<file path="config.mk">
export PLATFORM = sky130hd
export DESIGN_NAME = seq_shift_unit
export DESIGN_NICKNAME = d
export VERILOG_FILES = /design/src/rtl/seq_shift_unit.sv
export SDC_FILE = /design/constraint.sdc
export NUM_CORES = 1
export LEC_CHECK = 0
export ABC_AREA = 1
export BUFFER_PORTS_ARGS = -buffer_cell sky130_fd_sc_hd__buf_2
export CORE_AREA = 2 2 78 80
export CTS_BUF_LIST = sky130_fd_sc_hd__clkbuf_8
export CTS_CLUSTER_DIAMETER = 120
export DETAILED_ROUTE_END_ITERATION = 7
export DIE_AREA = 0 0 80 82
export PLACE_DENSITY_LB_ADDON = 0.1
export SLEW_MARGIN = 30
export SYNTH_ARGS = -nofsm -noshare
export SYNTH_HDL_FRONTEND = slang
export SYNTH_SLANG_ARGS = --single-unit
</file>
<file path="constraint.sdc">
create_clock -name clk -period 1.4 [get_ports clk]
set_input_delay 0.42 -clock clk [delete_from_list [all_inputs] [get_ports clk]]
set_output_delay 0.42 -clock clk [all_outputs]
set_load 0.1 [all_outputs]
</file>
<file path="src/rtl/seq_shift_unit.sv">
// Multi-cycle shifter: left, logical-right or arithmetic-right by 0..2^SHAMT_W-1
// positions, one bit per clock, behind a start/busy/done handshake.
module seq_shift_unit #(
  parameter int WIDTH   = 32,
  parameter int SHAMT_W = 5
) (
  input  logic               clk,
  input  logic               rst,
  input  logic               start,
  input  logic               shift_lr,
  input  logic               arith,
  input  logic [WIDTH-1:0]   data_in,
  input  logic [SHAMT_W-1:0] shamt,
  output logic [WIDTH-1:0]   data_out,
  output logic               busy,
  output logic               done
);

  typedef enum logic [1:0] {
    IDLE  = 2'd0,
    SHIFT = 2'd1,
    DONE  = 2'd2
  } state_t;

  state_t             state, state_nxt;
  logic [SHAMT_W-1:0] count, count_nxt;
  logic [WIDTH-1:0]   data_nxt;
  logic               right_q, right_nxt;
  logic               arith_q, arith_nxt;
  logic               busy_nxt, done_nxt;

  function automatic logic [WIDTH-1:0] shift_step(input logic [WIDTH-1:0] r,
                                                  input logic right,
                                                  input logic sign_fill);
    if (!right)
      return {r[WIDTH-2:0], 1'b0};
    else if (sign_fill)
      return {r[WIDTH-1], r[WIDTH-1:1]};
    else
      return {1'b0, r[WIDTH-1:1]};
  endfunction

  always_ff @(posedge clk) begin
    if (rst)
      state <= IDLE;
    else
      state <= state_nxt;
  end

  // data_out doubles as the working shift register, so intermediate values
  // are visible during SHIFT and the final value is held through IDLE.
  always_comb begin
    state_nxt = state;
    data_nxt  = data_out;
    count_nxt = count;
    right_nxt = right_q;
    arith_nxt = arith_q;
    case (state)
      IDLE: begin
        if (start) begin
          data_nxt  = data_in;
          count_nxt = shamt;
          right_nxt = shift_lr;
          arith_nxt = arith;
          state_nxt = (shamt == '0) ? DONE : SHIFT;
        end
      end
      SHIFT: begin
        data_nxt  = shift_step(data_out, right_q, arith_q);
        count_nxt = count - SHAMT_W'(1);
        if (count == SHAMT_W'(1))
          state_nxt = DONE;
      end
      DONE:    state_nxt = IDLE;
      default: state_nxt = IDLE;
    endcase
    busy_nxt = (state_nxt != IDLE);
    done_nxt = (state_nxt == DONE);
  end

  // Flags are derived from the next state so they line up with the state register.
  always_ff @(posedge clk) begin
    if (rst) begin
      data_out <= '0;
      count    <= '0;
      right_q  <= 1'b0;
      arith_q  <= 1'b0;
      busy     <= 1'b0;
      done     <= 1'b0;
    end else begin
      data_out <= data_nxt;
      count    <= count_nxt;
      right_q  <= right_nxt;
      arith_q  <= arith_nxt;
      busy     <= busy_nxt;
      done     <= done_nxt;
    end
  end

endmodule

</file>
# Yosys cells after proc, flatten, opt, wreduce, memory -nomap -nowiden
# Cells that the tools add are included.
dict set report totals {
  n_memories 0
  mem_bits_rw 0
  inputBits 42
  latch_bits 0
  ff_bits 43
  output_inout_bits 34
  mem_bits_ro 0
  word_cells 31
}
dict set report classes {
  reduce_logical 7
  n_lt_le_gt_ge 0
  eq_ne 5
  n_mux 10
  addsub 1
  div 0
  bitwise 0
  shift 0
  n_mul 0
}
# operator count
set op_table {}
lappend op_table {{$mux 32} 3}
lappend op_table {{$pmux 32 s2} 1}
lappend op_table {{$pmux 5 s2} 1}
lappend op_table {{$mux 2} 3}
lappend op_table {{$eq 5x1->1 const B} 1}
lappend op_table {{$logic_not 5->1} 1}
lappend op_table {{$mux 5} 1}
lappend op_table {{$sub 5x1->5 const B} 1}
lappend op_table {{$pmux 2 s2} 1}
lappend op_table {{$reduce_and 2->1} 2}
lappend op_table {{$reduce_bool 2->1} 2}
lappend op_table {{$ne 3x3->1 const B} 1}
lappend op_table {{$reduce_and 3->1} 1}
lappend op_table {{$eq 2x1->1 const B} 1}
lappend op_table {{$eq 2x2->1 const B} 1}
lappend op_table {{$logic_not 2->1} 1}
lappend op_table {{$ne 2x2->1 const B} 1}

# Logic depth before layout (Yosys ltp)
dict set report logic_depth {
  word_depth 5
  ltp_mapped 8
  depth_no_buf 7
}

# Worst setup path after synthesis
# OpenSTA, ideal clock, no wires.
dict set report synth_path {
  kind {flip-flop to flip-flop}
  from {register data_out[8]}
  to {register data_out[9]}
  stages_incl_launch_ff 5
  arrival_time_ns 1.459
  n_path_buf 0
  setup_ns 0.071
  t_required_ns 1.329
  synth_period_minus_slack_ns 1.530
  setup_slack_ns -0.130
  cell_sequence {dfxtp_1 -> inv_1 -> a21oi_1 -> o21ai_0 -> a21oi_1}
}
dict set report synth_between {
  elab_chain_cells 2
}
# item line_no
set synth_rtl {}
lappend synth_rtl {{start: declaration} 14} ;# output logic [WIDTH-1:0] data_out,
lappend synth_rtl {{start signal: assignment} 91} ;# data_out <= data_nxt;
lappend synth_rtl {{$mux 32} 35} ;# if (!right)
lappend synth_rtl {{$pmux 32 s2} 58} ;# case (state)
# Every way passes these cells.
# A chain may end at the register's enable or synchronous reset.

# Worst setup path after layout
dict set report layout_path {
  from {register data_out[2]}
  to {output data_out[2]}
}
# No word-level cell between the ends.

==> qor.txt <==
Outcome = finished clean
CP startpoint = data_out[2]
Crit path required time = 0.98 ns
Maximum clock rate = 0.728 GHz
Clock Root Buffer = clkbuf_8
Delay-heaviest family, CP = flip-flops
Initial core utilization = 0.390
Chip height = 82 um
Comb pwr share = 0.443
Hold Path Class = input port to flip-flop
PwrDens = 1270 nW/um2
VDD IR max = 0.771 mV
Clock transition at the registers of the reported paths = 0.08 ns
Final period demand of the worst path = 1.37 ns
Core ar. = 5750 um2
Clk sinks = 43
Ant. Diodes = 0
R2R Setup Slk = 0.17 ns
Share of post-route cells with drive strength above 1 = 0.312
Clock tree buffer depth = 2
Num rows = 28
Leakage = 1.37 nW
Critical path startpoint category = flip-flop
Slew HR = 0.772
Tcrit/Tclk final = 0.981
Cts-stage hold buffer count = 0
Power Internal = 2.42 mW
Post-Route WL = 6230 um
RD Place Congestion = 0.850
H-tree levels = 2
Congestion Overflow GR = 0
Initial antenna violation count = 0
Detail Placement HPWL = 4340 um
Area growth from synthesis to layout = 47.9%
CP max stage delay = 0.45 ns
# IOs = 76
Max_cap viols = 0
FF/Latch Area = 882 um2
# fillers = 584
Critical-path cell list = buf_12
CP max stage cell = dfxtp_1
Post-synthesis cell type count = 24
Via Count = 2391
Port Buf Inserts = 75
Unrepaired setup endpoints after global routing = no
Hold_ws = 0.379 ns
Most common cell after layout, fill and taps aside = o21ai_0
Vias per Instance = 5.20
Post-layout net count = 429
Fin util = 0.576
Clock skew = 0.00315 ns
Setup crit end kind = output pin
Seq/Total Area, Yosys = 0.384
Crit path kind = flip-flop to output pin
Number of global-route vias before repair = 2245
XOR/XNOR Fraction of Synth Area = 0.00391
Share of the synthesized area in the top cell type = 0.384
RR Startpoint = state[0]
Slew @ Worst Pin = 0.342 ns
TritonRoute pass-1 iters = 4
Final Max Slew Viols = 0
Synthesized cell area = 2240 um2
Largest family of logic cells by synthesized area = compound AO/OA/AOI/OAI gates
Post-CTS setup buffers = 0
Syn Inst Count = 314
Largest net degree at the start of global routing = 37
Num CTS Buffers = 5
Critical path buffers and inverters = 1
Worst hold start = shamt[1]
Yosys Warn Count = 0
Adder-Cell Fraction of Synth Area = 0.0112
Worst-Skew Late Latency = 0.29 ns
CTS tree = done
Post-route DRC = 0
Post-synthesis mux area share = 0
Final ANT Viol Nets = 0
Leading area contributor after synthesis = dfxtp_1
DR WL/cell = 13.5 um
DR iter-0 viols = 112
First-pass GRT wire length = 10400 um
Syn_nets = 358
Syn Area/Cell = 7.13 um2
Final hold viol count = 0
Flop pwr share = 0.367
Gr usage total = 0.201
Multi-input logic area = 1110 um2
CP Data Arrival Time = 0.95 ns
#FFs+latches synth = 43
Clock power share = 0.191
Die area = 6560 um2
Net Sw Frac = 0.425
# setup viols final = 0
CP max FO = 4
Synth Area in Compound Gates = 0.382
Synth top area cells = dfxtp_1, o21ai_0, a21oi_1, inv_1, buf_6
Most frequent cells in the layout = o21ai_0, a21oi_1, buf_2
Post_cts resized = 0
Simple-Gate Fraction of Synth Area = 0.100
Die W = 80 um
Psw = 1.79 mW
sequential cells by signal, indices dropped and copies added, names as in the netlist:
| name | flops |
|---|---|
| data_out | 32 |
| count | 5 |
| state | 2 |
| arith_q | 1 |
| busy | 1 |
| done | 1 |
| right_q | 1 |
power groups by stage:
stage / registers [mW] / clock network, mW / logic, mW
after floorplan: 2.24 / 0 / 0.514
after global placement: 1.57 / 0 / 1.85
after detailed placement: 1.57 / 0 / 1.87
after CTS: 1.54 / 0.830 / 1.87
after global routing: 1.57 / 0.883 / 1.99
final: 1.54 / 0.803 / 1.86
area by class of cell:
class | count | area share
Multi-Input combinational cell | 220 | 0.336
Clock buffer | 6 | 0.0249
Inverter | 27 | 0.0306
Timing Repair Buffer | 88 | 0.312
Sequential cell | 43 | 0.266
Clock inverter | 1 | 0.00151
Tap cell | 75 | 0.0283
cell usage after synthesis (all sizes together):
library cell,n
o21ai,100
ha,2
o21a,1
nor2,19
nand4,1
buf,16
inv,26
nand3,8
o211ai,2
clkinv,1
nor3,1
dfxtp,43
clkbuf,8
a21oi,64
xor2,1
nand2,21
per-stage QoR:
stage                     power (mW)  std cells  setup WS, ns  area [um2]  TNS [ns]
after global placement          3.42        453         0.171        3220         0
after floorplan                 2.75        314        -0.112        2260    -0.441
after CTS                       4.25        460        0.0231        3310         0
after detailed placement        3.44        453         0.142        3220         0
after global routing            4.44        460      0.000276        3310         0
final                           4.21        460        0.0265        3310         0
kinds of logic (layout without fill, tap and decap cells):
family,Yosys count,after routing
buffers and inverters,51,122
xor gates and xnor gates,1,1
adders and majority gates,2,2
and+or+nand+nor,50,50
DFF,43,43
AOI/OAI and AO/OA,167,167
routing by layer:
layer | GRT usage | up-vias | routed length [um]
met2 | 0.315 | 75 | 2890
li1 | - | 1224 | -
met4 | 0.0559 | 0 | 53
met5 | 0 | - | 0
met1 | 0.275 | 1088 | 2890
met3 | 0.0495 | 4 | 393
path summary, 6_finish.rpt:
path	to	cells past startpoint
max reg2reg	count[2]	7
min	count[1]	3
min reg2reg	count[4]	2
max	data_out[2]	1
Note: power is estimated with default switching activity, not from simulation.
